$ cat src/rtl/spi_sclk_engine_pkg.sv
// Shared types and defaults for the SPI serial-clock engine.
// Mode constants are packed as {cpol, cpha}.
package spi_sclk_engine_pkg;

  typedef enum logic [1:0] {
    ST_IDLE = 2'd0,
    ST_RUN  = 2'd1,
    ST_TAIL = 2'd2
  } state_t;

  localparam int DEF_DIV_W = 16;
  localparam int DEF_LEN_W = 8;

  localparam logic [1:0] SPI_MODE0 = 2'b00;
  localparam logic [1:0] SPI_MODE1 = 2'b01;
  localparam logic [1:0] SPI_MODE2 = 2'b10;
  localparam logic [1:0] SPI_MODE3 = 2'b11;

endpackage

$ cat src/rtl/spi_half_period_cnt.sv
// Loadable half-period down-counter; reloads load_val on reaching zero while enabled.
module spi_half_period_cnt
  import spi_sclk_engine_pkg::*;
#(
  parameter int DIV_W = DEF_DIV_W
) (
  input  logic             clk_in,
  input  logic             rst,
  input  logic             load,
  input  logic             en,
  input  logic [DIV_W-1:0] load_val,
  output logic             zero
);

  logic [DIV_W-1:0] cnt;

  always_ff @(posedge clk_in or posedge rst) begin
    if (rst)       cnt <= '1;
    else if (load) cnt <= load_val;
    else if (en)   cnt <= (cnt == '0) ? load_val : cnt - 1'b1;
  end

  assign zero = (cnt == '0);

endmodule

$ cat src/rtl/spi_sclk_engine.sv
// SPI serial-clock engine: programmable half-period, CPOL/CPHA, transfer length,
// busy/done handshake and abort. All outputs are registered.
module spi_sclk_engine
  import spi_sclk_engine_pkg::*;
#(
  parameter int DIV_W = DEF_DIV_W,
  parameter int LEN_W = DEF_LEN_W
) (
  input  logic             clk_in,
  input  logic             rst,
  input  logic             go,
  input  logic             abort,
  input  logic             cpol,
  input  logic             cpha,
  input  logic [DIV_W-1:0] divider,
  input  logic [LEN_W-1:0] nbits,
  output logic             sclk,
  output logic             pos_edge,
  output logic             neg_edge,
  output logic             sample,
  output logic             shift,
  output logic             load,
  output logic             busy,
  output logic             done
);

  localparam int EW = LEN_W + 2;

  state_t           state, state_d;
  logic [EW-1:0]    ecnt, ecnt_d;
  logic [DIV_W-1:0] div_q;
  logic             cpol_q, cpha_q;
  logic             sclk_d, pos_d, neg_d, smp_d, shf_d, load_d, busy_d, done_d;
  logic             start, zero, lead;

  spi_half_period_cnt #(.DIV_W(DIV_W)) u_hcnt (
    .clk_in   (clk_in),
    .rst      (rst),
    .load     (start),
    .en       (state != ST_IDLE),
    .load_val (start ? divider : div_q),
    .zero     (zero)
  );

  always_ff @(posedge clk_in or posedge rst) begin
    if (rst) state <= ST_IDLE;
    else     state <= state_d;
  end

  always_comb begin
    state_d = state;
    ecnt_d  = ecnt;
    sclk_d  = sclk;
    busy_d  = busy;
    pos_d   = 1'b0;
    neg_d   = 1'b0;
    smp_d   = 1'b0;
    shf_d   = 1'b0;
    load_d  = 1'b0;
    done_d  = 1'b0;
    start   = 1'b0;
    lead    = 1'b0;
    case (state)
      ST_IDLE: begin
        sclk_d = cpol;
        busy_d = 1'b0;
        if (go && !abort) begin
          start   = 1'b1;
          state_d = ST_RUN;
          busy_d  = 1'b1;
          load_d  = 1'b1;
          // nbits==0 encodes a full 2^LEN_W cycles, i.e. 2^(LEN_W+1) toggles
          ecnt_d  = (nbits == '0) ? {1'b1, {(EW-1){1'b0}}} : {1'b0, nbits, 1'b0};
        end
      end
      ST_RUN: begin
        if (abort) begin
          state_d = ST_IDLE;
          sclk_d  = cpol_q;
          busy_d  = 1'b0;
        end else if (zero) begin
          // counter starts even, so an even remaining count marks a leading edge
          lead   = ~ecnt[0];
          sclk_d = ~sclk;
          pos_d  = ~sclk;
          neg_d  = sclk;
          smp_d  = cpha_q ? ~lead : lead;
          shf_d  = cpha_q ? lead : (~lead && (ecnt != EW'(1)));
          ecnt_d = ecnt - 1'b1;
          if (ecnt == EW'(1)) state_d = ST_TAIL;
        end
      end
      ST_TAIL: begin
        if (abort) begin
          state_d = ST_IDLE;
          sclk_d  = cpol_q;
          busy_d  = 1'b0;
        end else if (zero) begin
          state_d = ST_IDLE;
          busy_d  = 1'b0;
          done_d  = 1'b1;
        end
      end
      default: state_d = ST_IDLE;
    endcase
  end

  always_ff @(posedge clk_in or posedge rst) begin
    if (rst) begin
      ecnt     <= '0;
      div_q    <= '0;
      cpol_q   <= 1'b0;
      cpha_q   <= 1'b0;
      sclk     <= 1'b0;
      pos_edge <= 1'b0;
      neg_edge <= 1'b0;
      sample   <= 1'b0;
      shift    <= 1'b0;
      load     <= 1'b0;
      busy     <= 1'b0;
      done     <= 1'b0;
    end else begin
      ecnt     <= ecnt_d;
      sclk     <= sclk_d;
      pos_edge <= pos_d;
      neg_edge <= neg_d;
      sample   <= smp_d;
      shift    <= shf_d;
      load     <= load_d;
      busy     <= busy_d;
      done     <= done_d;
      if (start) begin
        div_q  <= divider;
        cpol_q <= cpol;
        cpha_q <= cpha;
      end
    end
  end

endmodule

$ cat config.mk
export PLATFORM = sky130hd
export DESIGN_NAME = spi_sclk_engine
export DESIGN_NICKNAME = d
export VERILOG_FILES = /design/src/rtl/spi_sclk_engine_pkg.sv /design/src/rtl/spi_half_period_cnt.sv /design/src/rtl/spi_sclk_engine.sv
export SDC_FILE = /design/constraint.sdc
export NUM_CORES = 1
export LEC_CHECK = 0
export CAP_MARGIN = 20
export CORE_UTILIZATION = 54
export DETAILED_ROUTE_END_ITERATION = 10
export PLACE_DENSITY = 0.78
export SLEW_MARGIN = 10
export SYNTH_ARGS = -nofsm -noshare
export SYNTH_HDL_FRONTEND = slang
export SYNTH_SLANG_ARGS = --single-unit
export TNS_END_PERCENT = 1
$ cat constraint.sdc
create_clock -name clk_in -period 2.51 [get_ports clk_in]
set_clock_uncertainty 0.05 [all_clocks]
set_input_delay 0.502 -clock clk_in [delete_from_list [all_inputs] [get_ports clk_in]]
set_output_delay 0.502 -clock clk_in [all_outputs]
set_load 0.01 [all_outputs]
==> metrics.md <==
| Metric | Value |
|---|---|
| Net switching share of the total power | `38.4%` |
| Syn Nets | `407` |
| Fin util | `68.3%` |
| DR pass1 iterations | `5` |
| Outcome | `complete, no violations` |
| Sequential fraction of the synthesis area | `43.5%` |
| Total track usage | `27.5%` |
| Number of max-cap violations | `0` |
| Largest net degree at the start of global routing | `37` |
| Grt ovf | `0` |
| Die Wd | `78.4 um` |
| Setup_tns | `0 ns` |
| P&R area growth vs syn | `20.9%` |
| Routed length per instance | `16.1 um` |
| ANT nets after route | `0` |
| Max Freq | `433 MHz` |
| Worst skew pair latency | `0.32 ns` |
| Clk network pwr share | `18.8%` |
| Design Area, Final | `3810 um^2` |
| Worst setup EP type | `flop` |
| Number of synthesized flops with an enable pin | `0` |
| Synthesis Warnings | `0` |
| DRC marker count from the first detailed-route iteration | `139` |
| Arrival @ worst endpoint | `2.47 ns` |
| Worst Tran Pin Value | `0.762 ns` |
| Unrepaired setup endpoints after global routing | `false` |
| Critical Path Fanout Max | `5` |
| Fin crit period | `2.31 ns` |
| DRC | `0` |
| Total chip power | `3880 uW` |
| Synth Register Bits | `54` |
| Switch Pwr | `1490 uW` |
| Syn_area_per_cell | `8.53 um^2` |
| Worst Path Required | `2.68 ns` |
| Final net count | `448` |
| Post-DP Area | `3660 um^2` |
| Clk Tree Root Cell | `clkbuf_8` |
| Sequential power share | `43.4%` |
| Vert. Die Dim | `78.4 um` |
| Ys async rst share | `100%` |
| Cells after synthesis | `369` |
| Critical path launch point type | `flop` |
| Worst VDD drop | `0.526 mV` |
| Core Box Area | `5570 um^2` |
| Placer Congestion | `0.860` |
| Hold Worst Slack | `0.429 ns` |
| Clk slew on worst S/H paths | `0.10 ns` |
| Critical path type | `reg2reg` |
| Netlist Area Pre-Place | `3150 um^2` |
| Via density per instance | `5.96` |
| # diodes | `0` |
| Initial antenna violation count | `0` |
| First-pass GRT wire length | `13.1 mm` |
| Total Wirelength | `7.77 mm` |
| Comb pwr share | `37.8%` |
| # rows | `27` |
| Layout cell share with drive strength beyond 1 | `12.7%` |
| Min-Delay Path Class | `reg2reg` |
| Fin. max-slew vios | `0` |
| CTS tree | `done` |
| Setup Fix Bufs, Post-CTS | `0` |
| I/O Buffers | `37` |
| Starting Density | `56.5%` |
| Vias | `2,878` |
| Total die area | `6140 um^2` |
| Netlist cell types | `48` |
| Vias in the first global route | `2,906` |
| Leakage power | `0.00166 uW` |
| Pwr dens | `1020 nW/um^2` |
| Internal | `2390 uW` |
| H-tree Lvls | `2` |
| Ys flop type | `dfrtp_1` |
| Fillers | `470` |
| Period utilisation layout | `91.9%` |
| Clk sink count | `54` |
| Num CTS Buffers | `5` |
| # setup viols final | `0` |
| Max Root-Sink Buffers | `2` |
| Placed wire-length estimate | `5.46 mm` |
| Final Hold Viols | `0` |
| Max-slew headroom | `49.1%` |
| Hold buffers post-CTS | `0` |
| Post-CTS sizing | `0` |
| Ports | `38` |
final timing paths:
kind	slack, ns	from	endpoint	cells past startpoint
worst max-delay path	0.20	u_hcnt.cnt[0]	ecnt[8]	7
worst min-delay path	0.43	div_q[6]	div_q[6]	2
worst max register to register	0.20	u_hcnt.cnt[0]	ecnt[8]	7
worst min register to register	0.43	div_q[6]	div_q[6]	2
max in group asynchronous	1.37	rst	u_hcnt.cnt[0]	3
min in group asynchronous	0.44	rst	div_q[13]	2
power by group through the flow:
stage	combinational, uW	clock [uW]	sequential (uW)
detailed placement	1450	0	1690
global route	1650	762	1740
global placement	1400	0	1670
CTS	1460	742	1680
finish	1470	729	1680
floorplan	1090	0	1580
cell type report:
class | count | area, um^2 | area share (%)
clock buffer | 6 | 82.6 | 2.17
clock inverter | 2 | 60.1 | 1.58
inverter | 14 | 52.6 | 1.38
multi-input combinational | 282 | 1650 | 43.3
sequential | 54 | 1370 | 36.0
tap | 72 | 90.1 | 2.37
timing repair buffer | 53 | 503 | 13.2
sequential cells by signal (all words and copies together) (netlist names):
| register | cells |
|---|---|
| shift | 1 |
| cpha_q | 1 |
| div_q | 16 |
| sample | 1 |
| ecnt | 10 |
| sclk | 1 |
| cpol_q | 1 |
| busy | 1 |
| u_hcnt.cnt | 16 |
| pos_edge | 1 |
| done | 1 |
| neg_edge | 1 |
| load | 1 |
| state | 2 |
worst max-delay path: stages, from the launching register on:
cell	delay, ns
dfstp_2	0.40
inv_1	0.10
ha_1	0.17
nor3b_1	0.38
nor3b_4	0.31
nand4_4	0.12
or4_1	0.42
a32o_1	0.26
cell families (layout without fill, tap and decap cells):
| group | count (synthesis) | count (layout) | share of synthesized area, % |
|---|---|---|---|
| flops | 54 | 54 | 43.5 |
| xor+xnor | 7 | 7 | 1.95 |
| compound gates | 76 | 76 | 14.5 |
| fa+ha+maj | 8 | 8 | 3.18 |
| buf+inv | 33 | 75 | 4.13 |
| simple gates | 174 | 174 | 27.1 |
| mux | 17 | 17 | 5.52 |
synthesized netlist by cell type (4+ instances only):
| master | number | area, um^2 |
|---|---|---|
| a21oi_1 | 19 | 95.1 |
| a22oi_1 | 4 | 30.0 |
| buf_2 | 5 | 25.0 |
| clkbuf_1 | 14 | 52.6 |
| dfrtp_1 | 38 | 951 |
| dfstp_2 | 16 | 420 |
| ha_1 | 8 | 100 |
| inv_1 | 14 | 52.6 |
| mux2i_1 | 14 | 140 |
| nand2_1 | 92 | 345 |
| nand2b_1 | 4 | 25.0 |
| nand3_1 | 12 | 60.1 |
| nor2_1 | 23 | 86.3 |
| nor2b_1 | 4 | 25.0 |
| nor3_1 | 9 | 45.0 |
| nor4_1 | 5 | 31.3 |
| o21ai_0 | 26 | 130 |
| o22ai_1 | 7 | 43.8 |
| or4_1 | 4 | 30.0 |
| xnor2_1 | 7 | 61.3 |
metrics by stage:
step / cells / worst slack, ns
finish: 483 / 0.203
global route: 483 / 0.0666
detailed placement: 475 / 0.102
global placement: 475 / 0.173
CTS: 483 / 0.185
floorplan: 369 / 0.377
layer usage:
| metal | track usage, % | part of all wire, % | vias to the layer above |
|---|---|---|---|
| met5 | 0 | 0 | - |
| met4 | 10.4 | 2.0 | 0 |
| met3 | 5.00 | 5.3 | 16 |
| met2 | 50.1 | 51 | 108 |
| met1 | 32.0 | 42 | 1387 |
| li1 | - | - | 1367 |
cell usage in the layout (no fill, tap or decap), types with 2 or more instances in the layout:
cell and instances:
clkdlybuf4s50_1 37, nor3_1 9, nand2b_1 4, a21oi_1 19, o21ai_0 26, a221oi_1 3, xnor2_1 7, dfstp_2 16
o211ai_1 2, bufinv_16 2, buf_4 15, or4b_1 2, nand4_1 2, or4_1 4, nand3_1 12, clkbuf_8 6
or3_1 3, inv_1 13, nor2b_1 4, mux2i_1 14, o21a_1 3, mux2_2 3, nor3b_1 3, nand2_1 92
ha_1 8, dfrtp_1 38, nand4b_1 2, a22oi_1 4, nor2_1 23, nor4_1 5, o22ai_1 7, a31oi_1 3
No activity file was read; power rests on OpenSTA's default activity.
